==> src/rtl/mprj_gate_pkg.sv <==
// Shared types and default constants for the management/user gate sequencer.
package mprj_gate_pkg;

  localparam int unsigned DEF_HI_WIDTH    = 463;
  localparam int unsigned DEF_SYNC_STAGES = 2;
  localparam int unsigned DEF_DEBOUNCE    = 8;
  localparam int unsigned DEF_STEP_DELAY  = 16;

  typedef enum logic [2:0] {
    ST_OFF     = 3'd0,
    ST_EN_WB   = 3'd1,
    ST_EN_LA   = 3'd2,
    ST_EN_IRQ  = 3'd3,
    ST_ON      = 3'd4,
    ST_DIS_IRQ = 3'd5,
    ST_DIS_LA  = 3'd6,
    ST_DIS_WB  = 3'd7
  } gate_state_e;

  // Every state except the two resting ones is a timed sequence step.
  function automatic logic is_busy(gate_state_e s);
    return !(s == ST_OFF || s == ST_ON);
  endfunction

endpackage

==> src/rtl/mprj_gate_sequencer_if.sv <==
// Tie-off vector, housekeeping controls and gate-enable outputs of the gate sequencer.
interface mprj_gate_sequencer_if
  import mprj_gate_pkg::*;
#(
  parameter int unsigned HI_WIDTH = DEF_HI_WIDTH
);
  logic [HI_WIDTH-1:0] user_hi;
  logic                mgmt_ena;
  logic                fault_clr;
  logic                user_powered;
  logic                wb_gate_en;
  logic                la_gate_en;
  logic                irq_gate_en;
  logic                seq_busy;
  logic                fault;

  modport master (
    output user_hi, mgmt_ena, fault_clr,
    input  user_powered, wb_gate_en, la_gate_en, irq_gate_en, seq_busy, fault
  );

  modport slave (
    input  user_hi, mgmt_ena, fault_clr,
    output user_powered, wb_gate_en, la_gate_en, irq_gate_en, seq_busy, fault
  );
endinterface

==> src/rtl/mprj_hi_debounce.sv <==
// Level synchronizer followed by a saturating run-length counter; stable_o marks
// DEBOUNCE consecutive synchronized-high cycles.
module mprj_hi_debounce #(
  parameter int unsigned SYNC_STAGES = 2,
  parameter int unsigned DEBOUNCE    = 8
) (
  input  logic clk,
  input  logic resetn,
  input  logic level_i,
  output logic level_s_o,
  output logic stable_o
);
  localparam int unsigned CW = $clog2(DEBOUNCE + 1);

  logic [SYNC_STAGES-1:0] sync_q, sync_d;
  logic [CW-1:0]          cnt_q, cnt_d;

  always_comb begin
    // NOTE: every always_comb output gets a default first so no path can infer a latch.
    sync_d = {sync_q[SYNC_STAGES-2:0], level_i};
    cnt_d  = cnt_q;
    if (!sync_q[SYNC_STAGES-1]) begin
      cnt_d = '0;
    end else if (cnt_q != CW'(DEBOUNCE)) begin
      cnt_d = cnt_q + 1'b1;
    end
  end

  // NOTE: registers use non-blocking assignment so every flop samples pre-edge values.
  always_ff @(posedge clk or negedge resetn) begin
    if (!resetn) begin
      sync_q <= '0;
      cnt_q  <= '0;
    end else begin
      sync_q <= sync_d;
      cnt_q  <= cnt_d;
    end
  end

  assign level_s_o = sync_q[SYNC_STAGES-1];
  assign stable_o  = (cnt_q == CW'(DEBOUNCE));
endmodule

==> src/rtl/mprj_gate_sequencer.sv <==
// Confirms the user power domain via its tie-high vector, then raises wishbone, LA and
// IRQ gate enables in order and drops them in reverse.
module mprj_gate_sequencer
  import mprj_gate_pkg::*;
#(
  parameter int unsigned HI_WIDTH    = DEF_HI_WIDTH,
  parameter int unsigned SYNC_STAGES = DEF_SYNC_STAGES,
  parameter int unsigned DEBOUNCE    = DEF_DEBOUNCE,
  parameter int unsigned STEP_DELAY  = DEF_STEP_DELAY
) (
  input  logic                  clk,
  input  logic                  resetn,
  mprj_gate_sequencer_if.slave  bus
);
  localparam int unsigned SW = $clog2(STEP_DELAY + 1);

  logic [HI_WIDTH-1:0] user_hi;
  logic all_hi, part_hi;
  logic all_s, all_stable, part_s_unused, part_stable;

  gate_state_e state_q, state_d;
  logic [SW-1:0] step_q, step_d;
  logic wb_q, wb_d, la_q, la_d, irq_q, irq_d, busy_q, busy_d, fault_q, fault_d;
  logic go_down, step_done;

  assign user_hi = bus.user_hi;
  assign all_hi  = &user_hi;
  assign part_hi = (|user_hi) & ~all_hi;

  mprj_hi_debounce #(.SYNC_STAGES(SYNC_STAGES), .DEBOUNCE(DEBOUNCE)) u_all_db (
    .clk(clk), .resetn(resetn), .level_i(all_hi),
    .level_s_o(all_s), .stable_o(all_stable)
  );

  mprj_hi_debounce #(.SYNC_STAGES(SYNC_STAGES), .DEBOUNCE(DEBOUNCE)) u_part_db (
    .clk(clk), .resetn(resetn), .level_i(part_hi),
    .level_s_o(part_s_unused), .stable_o(part_stable)
  );

  assign go_down   = ~bus.mgmt_ena | fault_q;
  assign step_done = (step_q == SW'(STEP_DELAY));

  always_comb begin
    state_d = state_q;
    wb_d    = wb_q;
    la_d    = la_q;
    irq_d   = irq_q;
    // A new partial-vector detection wins over a same-cycle clear.
    fault_d = part_stable | (fault_q & ~bus.fault_clr);

    // Losing the synchronized all-high level skips the orderly shutdown entirely.
    if (state_q != ST_OFF && !all_s) begin
      state_d = ST_OFF;
      wb_d    = 1'b0;
      la_d    = 1'b0;
      irq_d   = 1'b0;
    end else begin
      case (state_q)
        ST_OFF: if (all_stable && bus.mgmt_ena && !fault_q) begin
          state_d = ST_EN_WB;
          wb_d    = 1'b1;
        end
        ST_EN_WB, ST_EN_LA, ST_EN_IRQ, ST_ON: begin
          if (go_down) begin
            state_d = ST_DIS_IRQ;
            irq_d   = 1'b0;
          end else if (step_done && state_q == ST_EN_WB) begin
            state_d = ST_EN_LA;
            la_d    = 1'b1;
          end else if (step_done && state_q == ST_EN_LA) begin
            state_d = ST_EN_IRQ;
            irq_d   = 1'b1;
          end else if (step_done && state_q == ST_EN_IRQ) begin
            state_d = ST_ON;
          end
        end
        ST_DIS_IRQ: if (step_done) begin
          state_d = ST_DIS_LA;
          la_d    = 1'b0;
        end
        ST_DIS_LA: if (step_done) begin
          state_d = ST_DIS_WB;
          wb_d    = 1'b0;
        end
        ST_DIS_WB: if (step_done) state_d = ST_OFF;
        default:   state_d = ST_OFF;
      endcase
    end

    if (state_d != state_q) begin
      step_d = SW'(1);
    end else if (step_done) begin
      step_d = step_q;
    end else begin
      step_d = step_q + 1'b1;
    end
    busy_d = is_busy(state_d);
  end

  always_ff @(posedge clk or negedge resetn) begin
    if (!resetn) begin
      state_q <= ST_OFF;
      step_q  <= '0;
      wb_q    <= 1'b0;
      la_q    <= 1'b0;
      irq_q   <= 1'b0;
      busy_q  <= 1'b0;
      fault_q <= 1'b0;
    end else begin
      state_q <= state_d;
      step_q  <= step_d;
      wb_q    <= wb_d;
      la_q    <= la_d;
      irq_q   <= irq_d;
      busy_q  <= busy_d;
      fault_q <= fault_d;
    end
  end

  assign bus.user_powered = all_stable;
  assign bus.wb_gate_en   = wb_q;
  assign bus.la_gate_en   = la_q;
  assign bus.irq_gate_en  = irq_q;
  assign bus.seq_busy     = busy_q;
  assign bus.fault        = fault_q;
endmodule

==> src/flat_wrapper.sv <==
// flat-port wrapper written by rule: the top's interface ports become plain ports
module mprj_gate_sequencer_flat import mprj_gate_pkg::*;
#(
  parameter int unsigned HI_WIDTH    = DEF_HI_WIDTH,
  parameter int unsigned SYNC_STAGES = DEF_SYNC_STAGES,
  parameter int unsigned DEBOUNCE    = DEF_DEBOUNCE,
  parameter int unsigned STEP_DELAY  = DEF_STEP_DELAY
)
  (clk, resetn, bus_user_hi, bus_mgmt_ena, bus_fault_clr, bus_user_powered, bus_wb_gate_en, bus_la_gate_en, bus_irq_gate_en, bus_seq_busy, bus_fault);
  mprj_gate_sequencer_if #(.HI_WIDTH(HI_WIDTH)) bus_i ();
  input  logic clk;
  input  logic resetn;
  input wire logic [$bits(bus_i.user_hi)-1:0] bus_user_hi;
  input wire logic [$bits(bus_i.mgmt_ena)-1:0] bus_mgmt_ena;
  input wire logic [$bits(bus_i.fault_clr)-1:0] bus_fault_clr;
  output wire logic [$bits(bus_i.user_powered)-1:0] bus_user_powered;
  output wire logic [$bits(bus_i.wb_gate_en)-1:0] bus_wb_gate_en;
  output wire logic [$bits(bus_i.la_gate_en)-1:0] bus_la_gate_en;
  output wire logic [$bits(bus_i.irq_gate_en)-1:0] bus_irq_gate_en;
  output wire logic [$bits(bus_i.seq_busy)-1:0] bus_seq_busy;
  output wire logic [$bits(bus_i.fault)-1:0] bus_fault;
  assign bus_i.user_hi = bus_user_hi;
  assign bus_i.mgmt_ena = bus_mgmt_ena;
  assign bus_i.fault_clr = bus_fault_clr;
  assign bus_user_powered = bus_i.user_powered;
  assign bus_wb_gate_en = bus_i.wb_gate_en;
  assign bus_la_gate_en = bus_i.la_gate_en;
  assign bus_irq_gate_en = bus_i.irq_gate_en;
  assign bus_seq_busy = bus_i.seq_busy;
  assign bus_fault = bus_i.fault;
  mprj_gate_sequencer #(.HI_WIDTH(HI_WIDTH), .SYNC_STAGES(SYNC_STAGES), .DEBOUNCE(DEBOUNCE), .STEP_DELAY(STEP_DELAY)) u_core (.clk(clk), .resetn(resetn), .bus(bus_i));
endmodule
==> config.mk <==
export PLATFORM = sky130hd
export DESIGN_NAME = mprj_gate_sequencer_flat
export DESIGN_NICKNAME = d
export VERILOG_FILES = /design/src/rtl/mprj_gate_pkg.sv /design/src/rtl/mprj_gate_sequencer_if.sv /design/src/rtl/mprj_hi_debounce.sv /design/src/rtl/mprj_gate_sequencer.sv /design/src/flat_wrapper.sv
export SDC_FILE = /design/constraint.sdc
export NUM_CORES = 1
export LEC_CHECK = 0
export BUFFER_PORTS_ARGS = -buffer_cell sky130_fd_sc_hd__buf_2
export CAP_MARGIN = 20
export CORE_AREA = 2 2 184 186
export DETAILED_ROUTE_END_ITERATION = 10
export DIE_AREA = 0 0 186 188
export GPL_TIMING_DRIVEN = 0
export PLACE_DENSITY = 0.42
export SYNTH_ARGS = -nofsm -noshare
export SYNTH_HDL_FRONTEND = slang
export SYNTH_HIERARCHICAL = 1
export SYNTH_SLANG_ARGS = --single-unit
==> constraint.sdc <==
create_clock -name clk -period 2.5 [get_ports clk]
set_clock_uncertainty 0.05 [all_clocks]
set_input_delay 0 -clock clk [delete_from_list [all_inputs] [get_ports clk]]
set_output_delay 0 -clock clk [all_outputs]
set_load 0.005 [all_outputs]
# Word-level counts from Yosys, hierarchy flattened
# Cells that the tools add are included.
# op_classes
n_bitwise,7
reduce_logical,23
addsub,3
eq_ne,23
muxes,29
# ops
operator,count
463-bit AND reduction,1
463-bit OR reduction,1
3-bit 2-to-1 mux,9
4-bit 2-to-1 mux,4
"3-bit == test, second input constant",5
"3-bit by 1-bit != test with 1-bit output, second input constant",5
3-bit one-hot mux with 5 select lines,1
3-bit nonzero test,4
1-bit 2-to-1 mux,11
5-bit 2-to-1 mux,2
"4-bit by 1-bit adder with 4-bit output, second input constant",2
"4-bit == test, second input constant",2
"4-bit != test, second input constant",2
"3-bit by 2-bit == test with 1-bit output, second input constant",2
1-bit logical AND,6
3-bit zero test,2
3-bit AND reduction,2
"5-bit by 1-bit adder with 5-bit output, second input constant",1
"5-bit == test, second input constant",1
"2-bit by 1-bit != test with 1-bit output, second input constant",2
1-bit one-hot mux with 2 select lines,2
4-bit AND reduction,1
4-bit OR reduction,1
"3-bit by 1-bit == test with 1-bit output, second input constant",1
other kinds (9),15
# totals
regBits,25
inputBits,467

# Longest topological paths before layout
# Gate-level depths: netlist of run 1.
# depth
depth_word,11
ltp_mapped,9
ltp_nobuf,8

# Hierarchy
# Netlist of run 1, hierarchy kept.
# by_module_without_submodules
mod,area_per_inst_um2,instances,cells_each,seq_area_each_um2
mprj_gate_sequencer,2708.8,1,394,325.3
mprj_hi_debounce,280.3,2,24,150.1

# Worst setup path after synthesis of run 1
# No wires, ideal clock.
# synth_path
kind,reg-to-reg
from,register u_core.step_q[0]
to,register u_core.step_q[0]
setup_time_ps,131
arrival_time_ps,1989
n_path_buf,1
setup_slack_ps,330
path_stages_with_launch,10
period_less_slack_ps,2170
required_time_ps,2319
path_cell_list,dfrtp_1 > inv_1 > ha_1 > nor4bb_2 > buf_6 > and2_4 > o31a_1 > o22ai_2 > xnor2_1 > or3_1
# synth_via
elab_chain_cells,10
word_cells_on_any_way,18
classes_between,add/sub (1); eq/ne (3); mux (11); reduce/logical (3)
# synth_rtl
element,line,source
from (decl),mprj_gate_sequencer.sv:22,"logic [SW-1:0] step_q, step_d;"
from (signal assigned),mprj_gate_sequencer.sv:111,step_q <= step_d;
5-bit == test,mprj_gate_sequencer.sv:41,assign step_done = (step_q == SW'(STEP_DELAY));
1-bit logical AND,mprj_gate_sequencer.sv:73,end else if (step_done && state_q == ST_EN_IRQ) begin
3-bit 2-to-1 mux,mprj_gate_sequencer.sv:73,
3-bit 2-to-1 mux,mprj_gate_sequencer.sv:70,end else if (step_done && state_q == ST_EN_LA) begin
3-bit 2-to-1 mux,mprj_gate_sequencer.sv:67,end else if (step_done && state_q == ST_EN_WB) begin
3-bit 2-to-1 mux,mprj_gate_sequencer.sv:64,if (go_down) begin
3-bit one-hot mux with 5 select lines,mprj_gate_sequencer.sv:58,case (state_q)
3-bit 2-to-1 mux,mprj_gate_sequencer.sv:52,if (state_q != ST_OFF && !all_s) begin
3-bit != test,mprj_gate_sequencer.sv:90,if (state_d != state_q) begin
2-bit != test (no line) or 5-bit 2-to-1 mux (tied branches),n/a,
# Parallel ways exist; a longest one is shown, timed or not. The select of a mux whose other input is x is not followed.
# A chain may end at the register's enable or synchronous reset.

# Worst setup path in the final report of run 1
# Ends and elaborated chain as after synthesis.

==> results of run 1 <==
power by group through the flow:
stage	registers (uW)	clock network, uW	logic, uW
final	404	358	597
after global placement	412	0	588
after CTS	404	378	600
after detailed placement	412	0	595
after floorplan	412	0	64.4
after global routing	404	391	655
flip-flops by register name, summed over array words and instances, names as in the netlist:
| name | count |
|---|---|
| u_core/u_all_db/sync_q | 2 |
| u_core/u_part_db/sync_q | 2 |
| u_core/bus.fault | 1 |
| u_core/state_q | 3 |
| u_core/bus.la_gate_en | 1 |
| u_core/bus.seq_busy | 1 |
| u_core/u_part_db/cnt_q | 4 |
| u_core/u_all_db/cnt_q | 4 |
| u_core/step_q | 5 |
| u_core/bus.irq_gate_en | 1 |
| u_core/bus.wb_gate_en | 1 |
cells in the final DEF, fill, tap and decap left out, drive strengths merged, types with 2 or more instances in the layout:
cell	instances
dlygate4sd3	2
and2b	2
nor3	6
dfrtp	25
and2	5
nand4	151
inv	10
a21oi	5
xnor2	7
nor2	11
buf	475
nand2	10
nand2b	3
ha	6
nor4	152
xor2	3
o21ai	10
a21boi	2
nand3b	5
nand3	11
clkbuf	6
cell type report:
type / instances / share of cell area
antenna: 1 / 0.000398
buffer: 5 / 0.00696
clock buffer: 4 / 0.0125
inverter: 10 / 0.00596
multi-input combinational: 402 / 0.407
sequential: 25 / 0.0994
tap: 448 / 0.0891
timing repair buffer: 474 / 0.379
logic make-up (layout without fill, tap and decap cells):
kind of cell,Yosys count,count (layout),synth area share
and+or+nand+nor,363,363,0.689
AOI/OAI and AO/OA,22,22,0.0421
adders and majority gates,6,6,0.0230
xor gates and xnor gates,10,10,0.0268
buffers and inverters,15,493,0.0249
DFF,25,25,0.191
muxes,1,1,0.00306
other,0,1,0
tightest hold or removal path: cells and delay by family:
family,cells,cell delay [ns]
simple gates,4,0.28
buf+inv,1,0.11
through the flow:
step | cells | setup WS (ns)
floorplan | 442 | 0.330
global route | 1369 | 0.00898
global placement | 1362 | 0.106
finish | 1369 | 0.133
detailed placement | 1362 | 0.0926
CTS | 1368 | 0.102
repair_timing:
action	4_1_cts	5_1_grt
hold endpoints to repair	26	0
setup endpoints to repair	0	0
hold buffers	2	0
worst max-delay path by stage:
stage | from | to | slack [ns] | cells past startpoint
floorplan | u_core/step_q[0] | u_core/step_q[0] | 0.33 | 9
global placement | u_core/step_q[0] | u_core/step_q[0] | 0.11 | 9
detailed placement | bus_user_hi[295] | u_core/u_part_db/sync_q[0] | 0.09 | 7
CTS | u_core/step_q[0] | u_core/step_q[0] | 0.10 | 9
global route | u_core/step_q[0] | u_core/step_q[0] | 0.009 | 9
finish | u_core/step_q[0] | u_core/step_q[0] | 0.13 | 9
routing by layer:
metal  vias up  global-route usage
li1       2970                   -
met1      2840               0.168
met2       267               0.286
met3        20              0.0165
met4         0              0.0206
met5         -                   0
==> results by group, run 1 <==
Run status
  • Status: complete, no violations

STA
  • Slew @ Worst Pin: 0.765 ns
  • Peak Freq: roughly 420 MHz
  • RSZ-0062 raised after global routing: false
  • Worst hold margin: ~0.13 ns
  • Setup violations, final: 0
  • Min cycle time layout: 2.37 ns
  • Crit share post-route: 0.947
  • Slew HR: 0.485
  • Setup TNS: 0 ns
  • Final hold vios: 0
  • Slew Viols, Final: 0

Setup path
  • Critical R2R Launch: u_core/step_q[0]
  • Worst path bufs/invs: 2
  • Critical-path cell list: inv_1 -> ha_1 -> nor4bb_2 -> buf_6 -> and2_4 -> o31a_1 -> o22ai_2 -> xnor2_1 -> or3_1
  • CP Class: register to register
  • CP delay by family, top: simple AND/OR/NAND/NOR gates
  • Crit-path max FO: 8
  • Worst path slowest cell: dfrtp_1
  • Worst Setup Start Kind: register
  • WP data arrival: 2.45 ns
  • WP data required: around 2.6 ns
  • FF-to-FF path depth: 9
  • R2R Setup Slk: around 0.13 ns
  • Reg2reg end: u_core/step_q[0]
  • CP max stage delay: 0.41 ns
  • CP endpoint kind: register

Finish
  • Multi-input logic area: 2560 um^2
  • FF/Latch Area: approximately 630 um^2
  • Final Instance Area: 6290 um^2
  • Layout area overhead: 92.5%
  • Layout Utilization: 0.190
  • Fillers: 3,822
  • # nets final: ~1,400
  • Layout cell share with drive strength beyond 1: 0.532

Route
  • Final ANT Viol Nets: 0
  • DR vias/cell: between 4 and 5
  • Total number of vias: 6,097
  • WL met2: 14.6 mm
  • M1 WL: 10.5 mm
  • Post-route DRC: 0
  • Avg WL per Cell: about 20 um
  • Drt total wl: 26.9 mm
  • Number of detailed-route iterations in the first pass: 4
  • Initial DRC Count: 250
  • DR top layer: met4
  • Met3 wire length: roughly 1.4 mm

Place
  • Dpl cell area: 6190 um^2
  • Global placer's final weighted congestion: 0.913
  • DP Wirelength: 25.2 mm
  • PortBufs: 472

Logic synthesis
  • Syn_area_per_cell: about 7.4 um^2
  • Synth cell types: 37
  • Syn Nets: between 900 and 1,000
  • Ys Warns: 6
  • Mapped Cells: 442
  • Post-synthesis register bit count: 25
  • Post-synthesis sequential area ratio: 0.191
  • Cell with the most instances after synthesis: nor4_1
  • Ys async rst share: 1.00
  • Top FF cell, synth: dfrtp_1
  • EDFF count, synth: 0
  • Top-area cell type share of the netlist area: 0.291
  • Synth area leader: nor4_1
  • Synth area leaders: nor4_1, nand4_1, dfrtp_1
  • Syn Std Cell Area: 3270 um^2
  • Post-synth top cells: nor4_1, nand4_1, dfrtp_1

Floorplan
  • Initial Utilization: 0.0987
  • Std cell rows: 67
  • Die Wd: 186 um
  • Die H: 188 um
  • Core Region: ~33,000 um^2
  • Die area: 35,000 um^2
  • I/O Pins: 473

Power
  • Sequential power share: 0.297
  • Power Total: ~1400 uW
  • Leakage power: 0.00266 uW
  • Gate power share: 0.439
  • Pwr/cell area: 216 nW/um^2
  • Switching share of power: 0.319
  • Clock power share: 0.263
  • Psw: 434 uW
  • Maximum vdd drop: 0.202 mV
  • Internal power: between 900 and 1000 uW

Worst hold path
  • Worst Hold Class: input port to register
  • Hold wc startpoint: bus_user_hi[175]
  • Hold Path Sink: u_core/u_all_db/sync_q[0]
  • Hold path cells: 5

Clocking
  • Number of setup buffers added after CTS: 0
  • CTS tree: built
  • Resized cells post-CTS: 0
  • Root Buffer: clkbuf_16
  • Cts bufs inserted: 3
  • CTS HTree Levels: 1
  • Clock Path Buffers: 2
  • Total clock sinks: 25
  • Worst-Skew Late Latency: 0.26 ns
  • Worst-path clk slew: approximately 0.06 ns

Global route
  • Vias in the first global route: 6,368
  • Antenna violations before repair: 2
  • First-pass GRT wire length: 37.6 mm
  • Total gr overflow: 0
  • Largest net degree at the start of global routing: 26
  • Total Routing Usage GR: 0.145

Job
  • MaxCap Viol Count: 0
Power figures use the tool's default switching activity.
==> run 2: changes to the inputs <==
Settings changed: CORE_AREA 2 2 184 186 to 2 2 183 185, DIE_AREA 0 0 186 188 to 0 0 185 187, PLACE_DENSITY 0.42 to 0.43.
Clock period 2.5 ns to 2.8 ns, I/O delays scaled along.
==> run 2 against run 1 <==
- critical path depth unchanged
- fmax down 0.34%
- largest cell class unchanged
- largest power group unchanged
- worst hold slack worse by 0.019 ns
- sequential power fell by 11%
- count of clock-buffer cells in the layout unchanged
==> results by group, run 2 (synthesized netlist as in run 1, its figures left out) <==
Finish
  • Largest regs: u_core/step_q: 5 flops, u_core/u_all_db/cnt_q: 4 flops, u_core/u_part_db/cnt_q: 4 flops
  • Fillers: 3,884
  • Most common cell after layout, fill and taps aside: buf_2
  • Max FFs per register: 5
  • Finished Layout Cells: 1,371
  • Biggest register: u_core/step_q
  • Commonest cells after routing, fill and taps aside: buf_2, nor4_1, nand4_1, dfrtp_1
  • Layout area overhead: 92.7%
  • # nets final: 1,394
  • Layout Utilization: 0.192
  • Layout cell share with drive strength beyond 1: 0.532

Worst hold path
  • Hold wc startpoint: bus_user_hi[175]
  • Worst Hold Class: input port to register

Floorplan
  • Initial Utilization: 0.0995
  • Die area: around 35,000 um^2
  • Core Region: 32,900 um^2
  • Die Wd: around 190 um
  • Die H: 187 um
  • I/O Pins: 473
  • Std cell rows: 67

STA
  • Fin worst setup slack: 0.425 ns
  • Crit share post-route: 0.848
  • Min cycle time layout: 2.38 ns
  • Slew @ Worst Pin: 0.988 ns
  • RSZ-0062 raised after global routing: false
  • Final hold vios: 0
  • Peak Freq: 421 MHz
  • Slew Viols, Final: 0
  • Setup violations, final: 0
  • Slew HR: 0.335
  • Setup TNS: 0 ns

Setup path
  • Crit-path max FO: 8
  • CP Class: register to register
  • Worst path bufs/invs: 2
  • Worst Setup Start Kind: register
  • Crit path launch: u_core/step_q[0]
  • WP data arrival: 2.47 ns
  • Worst path slowest cell: dfrtp_1
  • CP delay by family, top: simple AND/OR/NAND/NOR gates
  • WP data required: 2.89 ns
  • CP endpoint kind: register
  • Critical-path cell list: inv_1 -> ha_1 -> nor4bb_2 -> buf_6 -> and2_4 -> o31a_1 -> o22ai_2 -> xnor2_1 -> or3_1
  • CP max stage delay: 0.42 ns
  • Critical R2R Launch: u_core/step_q[0]

Run status
  • Status: complete, no violations

Global route
  • Total gr overflow: 0
  • First-pass GRT wire length: 36.5 mm
  • Largest net degree at the start of global routing: 26
  • Vias in the first global route: 6,317
  • Antenna violations before repair: 9
  • Total Routing Usage GR: 0.142

Power
  • Sequential power share: 0.298
  • Power Total: 1210 uW
  • Leakage power: 0.00266 uW
  • Internal power: 826 uW
  • Psw: slightly below 400 uW
  • Switching share of power: 0.319
  • Clock power share: 0.268
  • Gate power share: 0.434
  • Maximum vdd drop: 0.146 mV
  • Pwr/cell area: 193 nW/um^2

Place
  • Place WS: 0.225 ns
  • PortBufs: 472
  • DP Wirelength: 24.8 mm
  • Placed cells: 1,362
  • Global placer's final weighted congestion: 0.912

Route
  • Total number of vias: about 6,100
  • Drt total wl: 26.4 mm
  • Number of detailed-route iterations in the first pass: 4
  • Initial DRC Count: 284
  • Post-route DRC: 0
  • Avg WL per Cell: ~19 um
  • Final ANT Viol Nets: 0
  • DR vias/cell: 4.47

Clocking
  • CTS tree: built
  • Worst-path clk slew: approximately 0.070 ns
  • Total clock sinks: 25
  • CTS HTree Levels: 1
  • Root Buffer: clkbuf_16
  • Cts bufs inserted: 3
  • Clock Path Buffers: 2
  • Worst-Skew Late Latency: 0.26 ns
  • Resized cells post-CTS: 0

Job
  • MaxCap Viol Count: 0
[run 2: changes by cell type in the layout (fill, tap and decap cells not counted)]
| cell | delta |
|---|---|
| diode_2 | +2 |
[run 2: power by group through the flow]
| stage | Combinational [uW] | Sequential [uW] | Clock, uW |
|---|---|---|---|
| 2_1_floorplan | 57.5 | 368 | 0 |
| 3_3_place_gp | 517 | 368 | 0 |
| 3_5_place_dp | 524 | 368 | 0 |
| 4_1_cts | 528 | 361 | 336 |
| 5_1_grt | 576 | 361 | 349 |
| 6_report | 527 | 361 | 325 |
[run 2: what timing repair did]
item	in CTS	in global routing
endpoints found under the hold margin	26	0
hold buffers	2	0
buffers inserted	0	0
setup endpoints to repair	0	0
[run 2: layer usage]
layer,global-route usage,vias up,wire [um]
li1,-,2972,-
met1,0.159,2870,10100
met2,0.282,252,14500
met3,0.0212,32,1420
met4,0.0250,6,369
met5,0,-,41
[run 2: through the flow]
stage / area [um^2] / hold WS (ns)
2_1_floorplan: 3270 / -0.346
3_3_place_gp: 6190 / -0.00217
3_5_place_dp: 6190 / -0.00465
4_1_cts: 6290 / 0.123
5_1_grt: 6300 / 0.162
6_report: 6300 / 0.109
[run 2: worst paths after layout]
kind | to | slack [ns] | depth (start not counted)
min in group asynchronous | u_core/bus.fault | 0.23 | 2
worst min-delay path | u_core/u_all_db/sync_q[0] | 0.11 | 5
max in group asynchronous | u_core/state_q[0] | 2.07 | 2
worst max register to register | u_core/step_q[0] | 0.42 | 9
worst max-delay path | u_core/step_q[0] | 0.42 | 9
worst min register to register | u_core/u_part_db/sync_q[1] | 0.30 | 0
[run 2: worst min-delay path, cell delays in order]
cell and delay, ns:
buf_2 0.11, nand4_1 0.06, nor4_1 0.06, nand4_1 0.08, nor4_1 0.06
[run 2: final cells by class]
class	instances	area (um^2)	share of cell area
Timing Repair Buffer	474	2380	0.378
Buffer	5	43.8	0.00695
Clock buffer	4	78.8	0.0125
Multi-Input combinational cell	402	2560	0.407
Antenna cell	3	7.51	0.00119
Inverter	10	37.5	0.00596
Sequential cell	25	626	0.0993
Tap cell	448	561	0.0890
